--- config.mk ---
export PLATFORM = sky130hd
export DESIGN_NAME = soc_ram_spx
export DESIGN_NICKNAME = d
export VERILOG_FILES = /design/src/rtl/soc_ram_pkg.sv /design/src/rtl/soc_ram_spx_array.sv /design/src/rtl/soc_ram_spx.sv
export SDC_FILE = /design/constraint.sdc
export NUM_CORES = 2
export LEC_CHECK = 0
export ABC_AREA = 1
export BUFFER_PORTS_ARGS = -buffer_cell sky130_fd_sc_hd__buf_2
export CAP_MARGIN = 20
export CORE_MARGIN = 4
export CORE_UTILIZATION = 40
export CTS_CLUSTER_DIAMETER = 80
export DETAILED_ROUTE_END_ITERATION = 10
export GPL_TIMING_DRIVEN = 0
export SYNTH_ARGS = -nofsm -noshare
export SYNTH_HDL_FRONTEND = slang
export SYNTH_SLANG_ARGS = --single-unit
--- constraint.sdc ---
create_clock -name soc_ram_clk -period 13.3 [get_ports soc_ram_clk]
set_input_delay 0 -clock soc_ram_clk [delete_from_list [all_inputs] [get_ports soc_ram_clk]]
set_output_delay 0 -clock soc_ram_clk [all_outputs]
set_load 0.01 [all_outputs]
--- src/rtl/soc_ram_pkg.sv ---
// soc_ram_pkg: shared types, read-during-write selectors and lane-merge helper for soc_ram_spx
package soc_ram_pkg;

  typedef enum logic {RAM_CLEAR, RAM_READY} ram_state_t;

  localparam int RDW_READ_FIRST  = 0;
  localparam int RDW_WRITE_FIRST = 1;

  // widest word the helper handles; callers zero-extend and truncate around it
  localparam int MAX_NB = 32;
  localparam int MAX_DW = 8 * MAX_NB;

  // replace every byte whose active-low lane enable is 0 with the new byte
  function automatic logic [MAX_DW-1:0] byte_merge(
    input logic [MAX_DW-1:0] old_w,
    input logic [MAX_DW-1:0] new_w,
    input logic [MAX_NB-1:0] wen
  );
    logic [MAX_DW-1:0] m;
    m = old_w;
    for (int i = 0; i < MAX_NB; i++)
      if (!wen[i]) m[8*i +: 8] = new_w[8*i +: 8];
    return m;
  endfunction

endpackage

--- src/rtl/soc_ram_spx_array.sv ---
// soc_ram_spx_array: word storage with per-lane write enables and an asynchronous word read
module soc_ram_spx_array
  import soc_ram_pkg::*;
#(
  parameter int DATA_WIDTH = 16,
  parameter int DEPTH      = 128,
  parameter int IW         = 7
) (
  input  logic                    clk,
  input  logic [DATA_WIDTH/8-1:0] we,
  input  logic [IW-1:0]           addr,
  input  logic [DATA_WIDTH-1:0]   wdata,
  output logic [DATA_WIDTH-1:0]   rdata
);

  localparam int NB = DATA_WIDTH / 8;

  logic [DATA_WIDTH-1:0] mem [DEPTH];

  assign rdata = mem[addr];

  // write only the lanes whose enable is set
  always_ff @(posedge clk)
    for (int i = 0; i < NB; i++)
      if (we[i]) mem[addr][8*i +: 8] <= wdata[8*i +: 8];

endmodule

--- src/rtl/soc_ram_spx.sv ---
// soc_ram_spx: single-port byte-lane RAM with post-reset clear, range check and optional output register
module soc_ram_spx
  import soc_ram_pkg::*;
#(
  parameter int                    DATA_WIDTH = 16,
  parameter int                    ADDR_MSB   = 6,
  parameter int                    MEM_SIZE   = 256,
  parameter int                    OUT_REG    = 0,
  parameter int                    RDW_MODE   = RDW_READ_FIRST,
  parameter int                    CLEAR_EN   = 1,
  parameter logic [DATA_WIDTH-1:0] CLEAR_VAL  = '0
) (
  input  logic                    soc_ram_clk,
  input  logic                    soc_ram_rst,
  input  logic [ADDR_MSB:0]       soc_ram_addr,
  input  logic                    soc_ram_cen,
  input  logic [DATA_WIDTH/8-1:0] soc_ram_wen,
  input  logic [DATA_WIDTH-1:0]   soc_ram_din,
  output logic [DATA_WIDTH-1:0]   soc_ram_dout,
  output logic                    soc_ram_dout_vld,
  output logic                    soc_ram_err,
  output logic                    soc_ram_busy
);

  localparam int NB    = DATA_WIDTH / 8;
  localparam int DEPTH = MEM_SIZE / NB;
  localparam int AW    = ADDR_MSB + 1;
  localparam int IW    = DEPTH > 1 ? $clog2(DEPTH) : 1;
  localparam logic [AW:0] DEPTH_W = (AW + 1)'(DEPTH);
  localparam logic [IW-1:0] LAST  = IW'(DEPTH - 1);

  ram_state_t            state;
  logic [IW-1:0]         cnt;
  logic                  acc, in_rng, clearing;
  logic [NB-1:0]         we;
  logic [IW-1:0]         mem_addr;
  logic [DATA_WIDTH-1:0] mem_wdata, old_w, merged, rd;
  logic [DATA_WIDTH-1:0] d1;
  logic                  v1, e1;

  assign in_rng    = {1'b0, soc_ram_addr} < DEPTH_W;
  assign acc       = state == RAM_READY && !soc_ram_cen;
  assign clearing  = state == RAM_CLEAR && !soc_ram_rst;
  assign mem_addr  = clearing ? cnt : soc_ram_addr[IW-1:0];
  assign mem_wdata = clearing ? CLEAR_VAL : soc_ram_din;
  assign merged    = DATA_WIDTH'(byte_merge(MAX_DW'(old_w), MAX_DW'(soc_ram_din), MAX_NB'(soc_ram_wen)));
  assign rd        = !in_rng ? '0 : RDW_MODE == RDW_WRITE_FIRST ? merged : old_w;

  // lane enables: all lanes while clearing, active-low wen for in-range accesses, nothing otherwise
  always_comb begin
    we = '0;
    we = clearing ? {NB{1'b1}} : (acc && in_rng && !soc_ram_rst) ? ~soc_ram_wen : '0;
  end

  soc_ram_spx_array #(
    .DATA_WIDTH(DATA_WIDTH),
    .DEPTH     (DEPTH),
    .IW        (IW)
  ) u_array (
    .clk  (soc_ram_clk),
    .we   (we),
    .addr (mem_addr),
    .wdata(mem_wdata),
    .rdata(old_w)
  );

  // clear engine: walk every word once after reset, then stay ready until the next reset
  always_ff @(posedge soc_ram_clk)
    if (soc_ram_rst) begin
      state        <= CLEAR_EN != 0 ? RAM_CLEAR : RAM_READY;
      soc_ram_busy <= CLEAR_EN != 0;
      cnt          <= '0;
    end else if (state == RAM_CLEAR) begin
      cnt          <= cnt + 1'b1;
      state        <= cnt == LAST ? RAM_READY : RAM_CLEAR;
      soc_ram_busy <= cnt != LAST;
    end

  // first read stage: capture the returned word and its strobes for every accepted access
  always_ff @(posedge soc_ram_clk)
    if (soc_ram_rst) begin
      d1 <= '0;
      v1 <= 1'b0;
      e1 <= 1'b0;
    end else begin
      v1 <= acc;
      e1 <= acc && !in_rng;
      if (acc) d1 <= rd;
    end

  if (OUT_REG != 0) begin : g_oreg
    // optional second stage: one more cycle of latency, dout still holds between accesses
    always_ff @(posedge soc_ram_clk)
      if (soc_ram_rst) begin
        soc_ram_dout     <= '0;
        soc_ram_dout_vld <= 1'b0;
        soc_ram_err      <= 1'b0;
      end else begin
        soc_ram_dout_vld <= v1;
        soc_ram_err      <= e1;
        if (v1) soc_ram_dout <= d1;
      end
  end else begin : g_direct
    assign soc_ram_dout     = d1;
    assign soc_ram_dout_vld = v1;
    assign soc_ram_err      = e1;
  end

endmodule
Yosys cells after proc, flatten, opt, wreduce, memory -nomap -nowiden

Memory sizes are Yosys's and may differ from the RTL's. A register that Yosys moved wholly into a read port is not among the register bits.
Index checks and enable logic that the tools add are counted.

Bits in registers: 10
Memory bits (writable): 2048
Input port bits: 28
Output and inout bits: 19
Logic and storage cells: 25
Memories kept: 1

Memory list:

| memory      | words | bits a word | read ports | clocked after memory_dff | write ports | RTL line                | source |
|---|---|---|---|---|---|---|---|
| u_array.mem | 128   | 16          | 1          | 1                        | 1           | soc_ram_spx_array.sv:18 | `logic [DATA_WIDTH-1:0] mem [DEPTH];` |

Add/subtract/negate cells: 1
Eq/ne operators: 2
Mux-type cells: 10
Bitwise logic cells: 2
Reductions and logical operators: 5

Operator list:

| cell                                         | count |
|---|---|
| two-way mux 16 bit                           | 1 |
| adder 7 x 1 -> 7 bit (second input constant) | 1 |
| equality test 7 bit (second input constant)  | 1 |
| two-way mux 7 bit                            | 1 |
| != test 7 bit (second input constant)        | 1 |
| two-way mux 1 bit                            | 6 |
| two-way mux 2 bit                            | 2 |
| logical AND 1 bit                            | 3 |
| zero test 1 bit                              | 2 |
| NOT 2 bit                                    | 1 |
| NOT 1 bit                                    | 1 |

Logic depth before layout (Yosys ltp)

Depth after elaboration: 7
Gate-level depth with buffers: 20
Gate-level depth less buffers: 16

By module

Synthesis repeated with hierarchy kept, for this count alone.

Cell total of the unflattened synthesis: 8958
Area, all modules: 88955.3 µm²

Modules (own cells, without submodules):

| module            | times used | cells an instance | area each (µm²) | seq. area each (µm²) |
|---|---|---|---|---|
| soc_ram_spx_array | 1          | 8773              | 87682.8         | 61499.0 |
| soc_ram_spx       | 1          | 185               | 1272.5          | 520.5 |

Least setup slack after synthesis

Ideal clock, no wire load.

Kind: flip-flop to flip-flop
From: register state
To: memory u_array.mem[0][10], data pin
Library setup time: 0.798 ns
Data arrival time: 3.967 ns
Required time: 12.502 ns
Path slack: 8.536 ns
Cell stages (with the launch flop): 7
Path buffers: 4
Period minus slack after synthesis: 4.764 ns
Cell sequence: dfxtp_1 -> buf_6 -> nor2_8 -> buf_6 -> buf_4 -> clkbuf_1 -> nor2_1

Word-level cells in the longest chain between the ends: 3

Ends and longest elaborated chain:

| element                  | RTL line                | source |
|---|---|---|
| start: declaration       | soc_ram_spx.sv:32       | `ram_state_t state;` |
| start signal: assignment | soc_ram_spx.sv:70       | `state <= CLEAR_EN != 0 ? RAM_CLEAR : RAM_READY;` |
| start signal: assignment | soc_ram_spx.sv:75       | `state <= cnt == LAST ? RAM_READY : RAM_CLEAR;` |
| NOT 1 bit                | n/a                     |  |
| logical AND 1 bit        | soc_ram_spx.sv:43       | `assign clearing = state == RAM_CLEAR && !soc_ram_rst;` |
| two-way mux 16 bit       | soc_ram_spx.sv:45       | `assign mem_wdata = clearing ? CLEAR_VAL : soc_ram_din;` |
| net mem_wdata[10]        | soc_ram_spx.sv:37       | `logic [DATA_WIDTH-1:0] mem_wdata, old_w, merged, rd;` |
| end: declaration         | soc_ram_spx_array.sv:18 |  |

The timed path passes the listed nets, and every way through them passes these cells.

Final worst setup path

From: register state
To: memory u_array.mem[64][1], enable pin

Word-level cells in the longest chain between the ends: 6
Elaborated cells between the ends (all ways): 9
Classes of those cells: mux (5); bitwise (1); reduce/logical (3)

Ends and longest elaborated chain:

| element                                 | RTL line                | source |
|---|---|---|
| logical AND 1 bit                       | soc_ram_spx.sv:42       | `assign acc = state == RAM_READY && !soc_ram_cen;` |
| logical AND 1 bit                       | soc_ram_spx.sv:52       | `we = clearing ? {NB{1'b1}} : (acc && in_rng && !soc_ram_rst) ? ~soc_ram_wen : '0;` |
| two-way mux 2 bit (2 in a row)          | soc_ram_spx.sv:52       |  |
| two-way mux 1 bit                       | soc_ram_spx_array.sv:25 | `if (we[i]) mem[addr][8*i +: 8] <= wdata[8*i +: 8];` |
| two-way mux 1 bit (not written as such) | soc_ram_spx_array.sv:25 |  |

Parallel ways exist; a longest one is shown, timed or not.

==> summary.txt <==
Yosys
  • Post-synth net total: 8,757
  • Yosys cell types: 35
  • Yosys Warn Count: 0
  • Cell count after synthesis: 8,728
  • Mean post-synth cell area: between 10 and 15 µm²
  • Sequential share of the synthesized area: between 60 and 70%
  • Top cell type's share of synthesized area: a little over two thirds
  • Top post-synthesis cells by area: edfxtp_1 69%, nand2_1 22%, buf_2 1.8%
  • Synthesized cell area: 88,700 µm²
  • Number of synthesized register bits: approximately 2,100
  • Synth area leader: edfxtp_1

Setup path
  • Most used cell, CP: nand2_1
  • CP startpoint kind: flop
  • CP top delay family: simple AND/OR/NAND/NOR gates
  • CP max FO: 10
  • Critical Path Sink Type: flop
  • Critical-path top delay cell: nor3_2
  • Max stage delay on crit path: ~1.1 ns
  • Required @ worst endpoint: around 14 ns
  • R2R setup slack: just under 8 ns
  • Worst Path Buf+Inv: 5
  • Worst EP arrival: ~6.1 ns
  • Crit-path cells: buf_6, inv_2, nand2_4, nand2_1, nand2_1, buf_4, nor2_1, nand2_1, clkbuf_1, nor3_2, buf_6
  • Critical path class: flop to flop

Routing
  • Final ANT Viol Nets: 0
  • Drt wl/cell: 30.2 µm
  • Total wire length: between 300 and 400 mm
  • Vias per inst: roughly 5.6
  • Drc violations: 0
  • Pre-antenna DRT Iters: 7
  • DR iter-0 viols: between 10,000 and 15,000
  • Vias: 70,000

Global routing
  • First-pass GRT wire length: 504 mm
  • Number of global-route vias before repair: approximately 63,000
  • Largest net degree at the start of global routing: 43
  • Initial antenna violation count: 22
  • Total Routing Usage GR: 31.8%
  • Gr ovfl total: 0

Final layout
  • Area delta synth->final: 18.3%
  • Final #Nets: 9,329
  • Reg area: between 60,000 and 70,000 µm²
  • Fillers: 20,000
  • Fraction of layout cells with a size suffix above 1: a little over an eighth
  • Multi-input logic area: 25,100 µm²

STA
  • Hold_ws: roughly 0.17 ns
  • Period utilization: between 40% and 50%
  • TNS Setup: 0 ns
  • Slew of the pin with the lowest slew margin: roughly 1.4 ns
  • Max Clock Freq: approximately 180 MHz
  • RSZ-0062 raised after global routing: no
  • Final hold viol count: 0
  • Layout Skew: between 0.06 and 0.07 ns
  • Slew margin rel.: about 7.5%
  • Final-report setup violation count: 0
  • Pins Over Slew Limit: 0
  • Min cycle time layout: around 5.5 ns

Pwr
  • Peak supply drop: around 0.00015 V
  • P_leak: between 0.04 and 0.05 µW
  • Power per Cell Area: roughly 140 nW/µm²

Floorplan
  • IO Pins: 47
  • Die Span Y: ~480 µm
  • Core Area: 220,000 µm²
  • Initial Util: slightly above 40%
  • Num rows: around 170
  • Die W: 479 µm
  • Die footprint: 229,000 µm²

Placement
  • RePlAce Congestion: approximately 1
  • Port Buffers: 44
  • Hpwl dp: approximately 280 mm

Clocking
  • Inserted Clock Buffers: 211
  • H-tree Lvls: 4
  • CTS tree: yes
  • Clk sinks: 2,074
  • Clock Path Buffers: 3
  • Root buffer cell: clkbuf_16
  • Clock transition at the registers of the reported paths: roughly 0.060 ns
  • Postcts setup bufs: 0
  • Clk_lat worst skew: ~0.9 ns

Worst hold path
  • Hold Crit Class: input pin to flop

Status
  • Status: completed

Job
  • Max-Cap Viols: 0
[cells by family (layout without fill, tap and decap cells)]
logic type / count (synthesis) / count (layout) / share of synthesized area, %
AOI/OAI and AO/OA: 156 / 156 / 0.955
DFF: 2074 / 2074 / 70.0
other: 1 / 12 / 0.00423
adders and majority gates: 1 / 1 / 0.0141
buffers and inverters: 602 / 1359 / 3.27
and+or+nand+nor: 5894 / 5894 / 25.8
[layout make-up]
| type | instances | area share, % |
|---|---|---|
| Antenna cell | 11 | 0.0262 |
| Buffer | 504 | 2.41 |
| Clock buffer | 249 | 5.23 |
| Clock inverter | 149 | 1.25 |
| Inverter | 98 | 0.351 |
| Multi-Input combinational cell | 6052 | 23.9 |
| Sequential cell | 2074 | 59.1 |
| Tap cell | 2958 | 3.53 |
| Timing Repair Buffer | 359 | 4.18 |
[cell usage in the layout, fill, tap and decap left out, types with 9 or more instances in the layout]
cell type | netlist | final
nand2_1 | 5240 | 5240
edfxtp_1 | 2048 | 2048
buf_2 | 319 | 367
nor3_2 | 0 | 246
clkbuf_16 | 0 | 214
nand3_1 | 209 | 209
buf_6 | 25 | 195
clkbuf_1 | 113 | 148
nor2_1 | 137 | 120
inv_1 | 88 | 88
clkinv_1 | 2 | 64
o21ai_0 | 59 | 59
buf_12 | 0 | 55
a21oi_1 | 54 | 54
clkinv_2 | 0 | 50
buf_8 | 0 | 38
buf_1 | 33 | 33
buf_4 | 14 | 32
dfxtp_1 | 26 | 26
dlygate4sd3_1 | 0 | 23
nand4_1 | 22 | 22
bufinv_16 | 0 | 19
nor2_4 | 2 | 18
o21ai_1 | 17 | 17
nor3_1 | 260 | 14
diode_2 | 0 | 11
nand2_2 | 9 | 9
a22oi_1 | 9 | 9
[what timing repair did]
item,in CTS,in global routing
hold buffers,23,0
endpoints found under the hold margin,1485,0
resized for setup,0,0
setup endpoints to repair,0,0
[state kept, by name, summed over array words and instances (netlist names)]
name	count
state	1
soc_ram_dout	16
u_array.mem	2048
cnt	7
soc_ram_busy	1
soc_ram_dout_vld	1
[power breakdown]
group / switching, µW / internal, µW / total [µW]
clock network: 2640 / 3320 / 5970
registers: 5.24 / 7200 / 7210
logic: 1420 / 384 / 1800
[through the flow]
step / power [µW] / util, % / cells / worst slack [ns] / instance area [µm²]
after global routing: 15300 / 47.6 / 12400 / 8.04 / 105000
after floorplan: 8200 / - / 8728 / 8.54 / 88700
after detailed placement: 9030 / 44.3 / 12000 / 8.28 / 97600
final: 15000 / 47.7 / 12500 / 7.78 / 105000
after global placement: 8980 / 42.1 / 11700 / 1.78 / 92600
after CTS: 14900 / 47.5 / 12400 / 8.25 / 105000
[cells in the mapped netlist (all sizes together)]
cell type / number
a211oi: 1
a21oi: 54
a22oi: 9
a31oi: 1
and2: 1
buf: 391
clkbuf: 113
clkinv: 2
conb: 1
dfxtp: 26
edfxtp: 2048
ha: 1
inv: 96
nand2: 5254
nand3: 209
nand4: 22
nor2: 145
nor3: 260
o211ai: 4
o21a: 3
o21ai: 81
o22ai: 3
or2: 3
[final timing paths]
path / cells after the start / end / startpoint
max: 11 / u_array.mem[64][1] / state
min reg2reg: 2 / soc_ram_busy / soc_ram_busy
max reg2reg: 11 / u_array.mem[64][1] / state
min: 5 / u_array.mem[40][14] / soc_ram_addr[3]
[per-layer routing]
metal / GRT usage, % / vias up / wire length [µm]
li1: - / 29800 / -
met3: 11.0 / 1075 / 55500
met1: 41.4 / 33700 / 137000
met4: 19.8 / 4 / 28900
met5: 0 / - / 27
met2: 45.5 / 5326 / 155000
[worst min-delay path, stage by stage]
cell and delay (ns):
buf_2 0.11, o21ai_2 0.33, nor2_2 0.08, nand2_2 0.20, nor3_2 0.15
No activity file was read; power rests on OpenSTA's default activity.
